`config.mk`:
```
export PLATFORM = sky130hd
export DESIGN_NAME = lcd_timing_gen
export DESIGN_NICKNAME = d
export VERILOG_FILES = /design/src/rtl/lcd_timing_gen.sv
export SDC_FILE = /design/constraint.sdc
export NUM_CORES = 1
export LEC_CHECK = 0
export ABC_AREA = 1
export CAP_MARGIN = 20
export CORE_MARGIN = 1.5
export CORE_UTILIZATION = 29
export DETAILED_ROUTE_END_ITERATION = 12
export PLACE_DENSITY = 0.54
export SETUP_SLACK_MARGIN = 0.5
export SLEW_MARGIN = 20
export SYNTH_ARGS = -nofsm -noshare
export SYNTH_HDL_FRONTEND = slang
export SYNTH_SLANG_ARGS = --single-unit
```
`constraint.sdc`:
```
create_clock -name PixelClk -period 6.95 [get_ports PixelClk]
set_input_delay 1.7375 -clock PixelClk [delete_from_list [all_inputs] [get_ports PixelClk]]
set_output_delay 1.7375 -clock PixelClk [all_outputs]
set_load 0.01 [all_outputs]
```
`src/rtl/lcd_timing_gen.sv`:
```
// RGB-565 LCD timing generator with solid, colour-bar, scrolling-gradient and
// external-stream pixel sources; all LCD pins are registered one cycle after the counters.
module lcd_timing_gen #(
    parameter int H_SYNC      = 1,
    parameter int H_BP        = 42,
    parameter int H_ACTIVE    = 480,
    parameter int H_FP        = 8,
    parameter int V_SYNC      = 10,
    parameter int V_BP        = 2,
    parameter int V_ACTIVE    = 272,
    parameter int V_FP        = 4,
    parameter int HS_POL      = 0,
    parameter int VS_POL      = 0,
    parameter int SCROLL_STEP = 1
) (
    input  logic        PixelClk,
    input  logic        nRST,
    input  logic [1:0]  mode,
    input  logic [15:0] solid_rgb,
    input  logic        scroll_en,
    input  logic [15:0] ext_rgb,
    output logic        pix_req,
    output logic [11:0] pix_x,
    output logic [11:0] pix_y,
    output logic        frame_start,
    output logic        LCD_DE,
    output logic        LCD_HSYNC,
    output logic        LCD_VSYNC,
    output logic [4:0]  LCD_R,
    output logic [5:0]  LCD_G,
    output logic [4:0]  LCD_B
);

    // 13-bit bounds so an end-of-region value of 4096 still compares correctly
    localparam logic [12:0] H_LAST      = 13'(H_SYNC + H_BP + H_ACTIVE + H_FP - 1);
    localparam logic [12:0] V_LAST      = 13'(V_SYNC + V_BP + V_ACTIVE + V_FP - 1);
    localparam logic [12:0] H_SYNC_END  = 13'(H_SYNC);
    localparam logic [12:0] V_SYNC_END  = 13'(V_SYNC);
    localparam logic [12:0] H_ACT_START = 13'(H_SYNC + H_BP);
    localparam logic [12:0] V_ACT_START = 13'(V_SYNC + V_BP);
    localparam logic [12:0] H_ACT_END   = 13'(H_SYNC + H_BP + H_ACTIVE);
    localparam logic [12:0] V_ACT_END   = 13'(V_SYNC + V_BP + V_ACTIVE);
    localparam int          BAR_W       = (H_ACTIVE / 8 > 0) ? H_ACTIVE / 8 : 1;
    localparam logic [11:0] BAR_LAST    = 12'(BAR_W - 1);
    localparam logic [11:0] STEP        = 12'(SCROLL_STEP % 4096);
    localparam logic        HS_ON       = (HS_POL != 0);
    localparam logic        VS_ON       = (VS_POL != 0);

    typedef enum logic [1:0] {
        MODE_SOLID = 2'd0,
        MODE_BARS  = 2'd1,
        MODE_GRAD  = 2'd2,
        MODE_EXT   = 2'd3
    } mode_e;

    function automatic logic [15:0] bar_colour(input logic [2:0] k);
        bar_colour = {(k[1] ? 5'd0 : 5'd31), (k[2] ? 6'd0 : 6'd63), (k[0] ? 5'd0 : 5'd31)};
    endfunction

    logic [11:0] h_r, v_r, offset_r, bar_cnt_r;
    logic [2:0]  bar_k_r;
    mode_e       mode_r;
    logic        de_r, hs_r, vs_r, fs_r;
    logic [15:0] rgb_r;

    logic [12:0] h_ext_s, v_ext_s;
    logic        h_last_s, v_last_s, frame_top_s, active_s, hs_act_s, vs_act_s;
    logic [11:0] x_s, y_s;
    logic [5:0]  gx_s;
    logic [4:0]  gy_s;
    logic [15:0] pattern_s;

    assign h_ext_s = {1'b0, h_r};
    assign v_ext_s = {1'b0, v_r};

    // Region decode and active-area coordinates from the raw counters
    always_comb begin
        h_last_s    = (h_ext_s == H_LAST);
        v_last_s    = (v_ext_s == V_LAST);
        frame_top_s = (h_r == 12'd0) && (v_r == 12'd0);
        hs_act_s    = (h_ext_s < H_SYNC_END);
        vs_act_s    = (v_ext_s < V_SYNC_END);
        active_s    = (h_ext_s >= H_ACT_START) && (h_ext_s < H_ACT_END) &&
                      (v_ext_s >= V_ACT_START) && (v_ext_s < V_ACT_END);
        if (active_s) begin
            x_s = 12'(h_ext_s - H_ACT_START);
            y_s = 12'(v_ext_s - V_ACT_START);
        end else begin
            x_s = 12'd0;
            y_s = 12'd0;
        end
    end

    assign pix_req = active_s;
    assign pix_x   = x_s;
    assign pix_y   = y_s;

    // Horizontal/vertical position counters
    always_ff @(posedge PixelClk or negedge nRST) begin
        if (!nRST) begin
            h_r <= 12'd0;
            v_r <= 12'd0;
        end else if (h_last_s) begin
            h_r <= 12'd0;
            v_r <= v_last_s ? 12'd0 : v_r + 12'd1;
        end else begin
            h_r <= h_r + 12'd1;
        end
    end

    // Frame-synchronous mode capture and gradient scroll offset
    always_ff @(posedge PixelClk or negedge nRST) begin
        if (!nRST) begin
            mode_r   <= MODE_SOLID;
            offset_r <= 12'd0;
        end else begin
            if (frame_top_s) begin
                mode_r <= mode_e'(mode);
            end
            if (h_last_s && v_last_s && scroll_en) begin
                offset_r <= offset_r + STEP;
            end
        end
    end

    // Per-line bar index: advances every BAR_W active pixels, holds at 7
    always_ff @(posedge PixelClk or negedge nRST) begin
        if (!nRST) begin
            bar_cnt_r <= 12'd0;
            bar_k_r   <= 3'd0;
        end else if (!active_s) begin
            bar_cnt_r <= 12'd0;
            bar_k_r   <= 3'd0;
        end else if (bar_cnt_r == BAR_LAST) begin
            bar_cnt_r <= 12'd0;
            if (bar_k_r != 3'd7) begin
                bar_k_r <= bar_k_r + 3'd1;
            end
        end else begin
            bar_cnt_r <= bar_cnt_r + 12'd1;
        end
    end

    // Pixel source mux; gradient keeps only the sum bits that reach the pins
    always_comb begin
        gx_s = 6'((x_s + offset_r) >> 3);
        gy_s = 5'((y_s + offset_r) >> 4);
        case (mode_r)
            MODE_SOLID: pattern_s = solid_rgb;
            MODE_BARS:  pattern_s = bar_colour(bar_k_r);
            MODE_GRAD:  pattern_s = {gx_s[5:1], 6'd63 - gx_s, gy_s};
            MODE_EXT:   pattern_s = ext_rgb;
            default:    pattern_s = 16'd0;
        endcase
    end

    // Registered LCD pins, one cycle behind the counter state
    always_ff @(posedge PixelClk or negedge nRST) begin
        if (!nRST) begin
            de_r  <= 1'b0;
            hs_r  <= ~HS_ON;
            vs_r  <= ~VS_ON;
            fs_r  <= 1'b0;
            rgb_r <= 16'd0;
        end else begin
            de_r  <= active_s;
            hs_r  <= hs_act_s ? HS_ON : ~HS_ON;
            vs_r  <= vs_act_s ? VS_ON : ~VS_ON;
            fs_r  <= frame_top_s;
            rgb_r <= active_s ? pattern_s : 16'd0;
        end
    end

    assign LCD_DE      = de_r;
    assign LCD_HSYNC   = hs_r;
    assign LCD_VSYNC   = vs_r;
    assign frame_start = fs_r;
    assign LCD_R       = rgb_r[15:11];
    assign LCD_G       = rgb_r[10:5];
    assign LCD_B       = rgb_r[4:0];

endmodule

```
# Word-level counts from Yosys, hierarchy flattened
# Index checks and enable logic that the tools add are counted.
[classes] addsub=10 multipliers=0 div_mod_pow=0 magnitude_cmp=6 n_eq_ne=9 shifts=0 muxes=16 bitwise=0 n_reduce_logical=10
[ops] operator="$mux 12" count=6
[ops] operator="$pmux 16 s4" count=1
[ops] operator="$add 12x1->12 const B" count=4
[ops] operator="$logic_not 12->1" count=2
[ops] operator="$add 9x9->9" count=2
[ops] operator="$mux 16" count=1
[ops] operator="$eq 12x10->1 const B" count=1
[ops] operator="$eq 12x6->1 const B" count=1
[ops] operator="$eq 12x9->1 const B" count=1
[ops] operator="$ge 12x4->1 const B" count=1
[ops] operator="$ge 12x6->1 const B" count=1
[ops] operator="$lt 12x1->1 const B" count=1
[ops] operator="$lt 12x10->1 const B" count=1
[ops] operator="$lt 12x4->1 const B" count=1
[ops] operator="$lt 12x9->1 const B" count=1
[ops] operator="$sub 12x4->12 const B" count=1
[ops] operator="$sub 12x6->12 const B" count=1
[ops] operator="$mux 5" count=2
[ops] operator="$mux 3" count=3
[ops] operator="$logic_and 1x1->1" count=6
[ops] operator="$mux 6" count=1
[ops] operator="$sub 6x6->6 const A" count=1
[ops] operator="$eq 2x2->1 const B" count=2
[ops] operator="$ne 2x1->1 const B" count=2
[ops] operator="other kinds (6)" count=7
[word_totals] regBits=73 latchBits=0 ram_bits=0 rom_bits=0 word_cells=62 n_memories=0

# Depth between registers and ports, before layout
[depth] depth_word=9 ltp_mapped=22

# Worst setup path after synthesis
# No wires, ideal clock.
[synth_path] path_type="reg-to-output" from="register h_r[0]" to="output port pix_x[7]" arrival_time_ns=1.814 t_required_ns=5.213 slack_ns=3.398 path_stages_with_launch=10 path_buffers=1 cell_sequence="dfrtp_1 > ha_1 > nor2_1 > nor2_1 > inv_1 > a21oi_2 > nor2_4 > nand2_8 > clkbuf_1 > nor3_1"
[synth_via] elab_chain_len=5 elab_cells_between_ends=7 classes_between="add/sub (1); order compare (2); mux (1); reduce/logical (3)"
[synth_rtl] item="start: declaration" line="60" rtl="logic [11:0] h_r, v_r, offset_r, bar_cnt_r;"
[synth_rtl] item="start signal: assignment" line="107" rtl="h_r <= h_r + 12'd1;"
[synth_rtl] item="$ge 12x6->1 or $lt 12x10->1 (tied branches)" line="83" rtl="active_s = (h_ext_s >= H_ACT_START) && (h_ext_s < H_ACT_END) &&"
[synth_rtl] item="$logic_and 1x1->1 (2 in series)" line="83"
[synth_rtl] item="$logic_and 1x1->1" line="84" rtl="(v_ext_s >= V_ACT_START) && (v_ext_s < V_ACT_END);"
[synth_rtl] item="$mux 12 (*)" line="85" rtl="if (active_s) begin"
[synth_rtl] item="end: declaration" line="23" rtl="output logic [11:0] pix_x,"
# Mark *: on every way between the ends. The rest lies on a longest branch, timed or not.

# Final worst setup path
[layout_path] from="register h_r[0]" to="output port pix_x[9]"
# Same word-level chain as after synthesis.

==> key figures <==
Finish
  – Nets: roughly 750
  – Syn-to-layout area delta: 27.2%
  – Most frequent cells in the layout: 107 x nand2_1, 78 x clkdlybuf4s50_1, 74 x inv_1, 70 x nor2_1, 68 x dfrtp_1
  – Most common cell after layout, fill and taps aside: nand2_1
  – Diode count: 0
  – Layout cells sized above 1: 0.0986

Routing
  – Initial DRC Count: 165
  – DRC viols: 0
  – Post-DRT Antenna Nets: 0
  – Drt pass-1 iters: 5
  – Vias/cell: around 4.6
  – Wire per inst: between 10 and 15 µm
  – Via count: approximately 4200
  – Drt total wl: 12.5 mm

Setup path
  – Worst-path cell chain: ha_1, nor2_1, nor2_1, inv_1, a21oi_2, nor2_4, nand2_8, inv_2, o21ai_0, a21oi_1, clkdlybuf4s50_1
  – Crit path kind: flip-flop to output pin
  – Worst-path maximum fanout: 24
  – Critical Path Sink Type: output pin
  – Most Frequent Cell on Critical Path: nor2_1
  – CP Launch Type: flip-flop
  – Crit path DAT: 2.90 ns
  – Slowest CP cell: clkdlybuf4s50_1
  – Worst EP required: about 5.2 ns
  – Slowest cell delay on critical path: 0.56 ns

Timing
  – RSZ-0062 raised after global routing: no
  – Max Slew Vio Count: 0
  – Relative slew slack: 0.318
  – Crit path time final: 4.63 ns
  – Max Freq: 0.216 GHz
  – Measured slew at the worst slew-check pin: 1.01 ns
  – Smallest hold slack: 0.457 ns
  – Final Cycle Share: 0.667
  – Setup violators final: 0
  – Clock skew: 0.00828 ns
  – Final Hold Violating Endpoints: 0
  – Fin Setup TNS: 0 ns

Yosys
  – Cell area after synthesis: 4670 µm²
  – Syn. warnings: 0
  – Top post-synthesis cells by area: dfrtp_1 36%, nand2_1 8.6%, ha_1 7.0%
  – Top cell type by total area after synthesis: dfrtp_1
  – Area fraction of the dominant cell type after synthesis: 0.364
  – Post-synthesis sequential area ratio: 0.375
  – Avg Cell Area, Syn: 7.71 µm²
  – Mapped Cells: between 600 and 700
  – Seq cells post-synth: 70
  – Yosys cell types: between 40 and 50

Clocking
  – Worst-path clk slew: 0.06 ns
  – CTS Buf Count: 9
  – CTS tree: done
  – Worst-Skew Late Latency: around 0.34 ns
  – Depth of the CTS H-tree: 3
  – Setup bufs post-CTS: 0
  – Clk sinks: 70
  – Post-cts sizing count: 0
  – Clk buf depth: 2
  – Clk Tree Root Cell: clkbuf_16
  – Hold-fix buffers, CTS: 0

Global routing
  – Largest net degree at the start of global routing: 71
  – Vias in the first global route: 4039
  – First-pass GRT wire length: 20.1 mm
  – Initial antenna violation count: 0
  – All-Layer GR Usage: 0.155
  – Overflow after GRT: 0

Floorplan
  – Ports: between 80 and 90
  – Placeable Area: 15800 µm²
  – Die height: about 130 µm
  – Row Count: 46
  – Die X-Extent: 130 µm
  – Die area: 16900 µm²
  – Initial core utilization: 0.295

Run
  – Total of max-cap violations: 0

Place
  – # port buffers: 79
  – Final GP Congestion: 0.968
  – DP Wirelength: 9.83 mm

Pwr
  – PD cells: 151 nW/µm²
  – Maximum VDD drop: 0.103 mV
  – LEAKAGE: 2.84 nW
  – Pwr Total: 0.896 mW

Run status
  – Outcome: finished clean

Hold path
  – HP Class: flip-flop to flip-flop
-- metrics by stage --
| stage | worst slack [ns] | util | instances | cell area (µm²) |
|---|---|---|---|---|
| 2_1_floorplan | 3.40 | - | 607 | 4680 |
| 3_3_place_gp | 2.68 | 0.358 | 890 | 5660 |
| 3_5_place_dp | 2.67 | 0.358 | 890 | 5660 |
| 4_1_cts | 2.28 | 0.376 | 906 | 5940 |
| 5_1_grt | 2.10 | 0.376 | 906 | 5940 |
| 6_report | 2.32 | 0.376 | 906 | 5940 |
-- state kept, by name, indices dropped and copies added (netlist names), 2 cells and up --
register	flops
bar_cnt_r	12
bar_k_r	3
h_r	12
mode_r	2
offset_r	9
rgb_r	16
v_r	12
-- synthesized netlist by cell type --
| cell | n |
|---|---|
| nand2_1 | 107 |
| inv_1 | 74 |
| nor2_1 | 70 |
| dfrtp_1 | 68 |
| a21oi_1 | 53 |
| nand3_1 | 32 |
| o21ai_0 | 30 |
| xor2_1 | 29 |
| ha_1 | 26 |
| nor3_1 | 16 |
| inv_2 | 12 |
| nand4_1 | 11 |
| nor2_2 | 6 |
| nor2_4 | 6 |
| xnor2_1 | 6 |
| buf_4 | 5 |
| nand2_2 | 5 |
| nor3_2 | 5 |
| a211oi_1 | 4 |
| clkbuf_1 | 4 |
| nor3b_1 | 4 |
| a21boi_0 | 3 |
| buf_2 | 3 |
| nand3_2 | 3 |
| a21oi_2 | 2 |
| dfstp_2 | 2 |
| nand4_2 | 2 |
| o21ai_1 | 2 |
| a211o_1 | 1 |
| a21boi_1 | 1 |
| a21o_1 | 1 |
| and3_1 | 1 |
| buf_6 | 1 |
| conb_1 | 1 |
| mux2_2 | 1 |
| nand2_4 | 1 |
| nand2_8 | 1 |
| nand3b_1 | 1 |
| nor3_4 | 1 |
| nor3b_2 | 1 |
| nor4_1 | 1 |
| nor4_2 | 1 |
| or2_0 | 1 |
| or2_2 | 1 |
-- cells by family (layout without fill, tap and decap cells) --
kind of cell               count (synthesis)  in the layout  synth area share
and+or+nand+nor                          277            277             0.289
buffers and inverters                     99            182            0.0860
AOI/OAI and AO/OA                         97             97             0.111
DFF                                       70             70             0.375
xor gates and xnor gates                  35             35            0.0656
adders and majority gates                 26             26            0.0696
other                                      1              2          0.000803
muxes                                      1              1           0.00241
-- metal layers --
layer,up-vias,track usage,share of wire
met1,1938,0.199,0.46
met2,110,0.255,0.46
met5,-,0,0
met3,15,0.0451,0.065
met4,0,0.0412,0.014
li1,2115,-,-
-- critical path: cells and delay by family (launching register included) --
kind,cells,cell delay [ns]
buf+inv,3,0.95
simple gates,4,0.57
flops,1,0.44
compound gates,3,0.36
fa+ha+maj,1,0.24
-- power breakdown --
| group | internal [mW] | total (mW) | switching, mW |
|---|---|---|---|
| combinational | 0.0227 | 0.0466 | 0.0239 |
| clock | 0.253 | 0.439 | 0.186 |
| sequential | 0.409 | 0.411 | 0.00189 |
-- worst paths after layout --
| path | startpoint | endpoint | slack, ns | cells after the start |
|---|---|---|---|---|
| hold reg to reg | bar_cnt_r[0] | bar_cnt_r[0] | 0.46 | 1 |
| hold / removal | bar_cnt_r[0] | bar_cnt_r[0] | 0.46 | 1 |
| setup / recovery | h_r[0] | pix_x[9] | 2.32 | 11 |
| min in group asynchronous | nRST | bar_cnt_r[3] | 1.61 | 2 |
| setup reg to reg | h_r[0] | rgb_r[10] | 3.54 | 16 |
| max in group asynchronous | nRST | v_r[6] | 4.71 | 2 |
-- final cells by class --
type,instances,area [µm²]
tap,216,270
inverter,86,323
sequential,70,1750
timing repair buffer,80,793
multi-input combinational,438,2520
clock buffer,10,239
clock inverter,6,45.0
fill,1625,9880
Note: power is estimated with default switching activity, not from simulation.
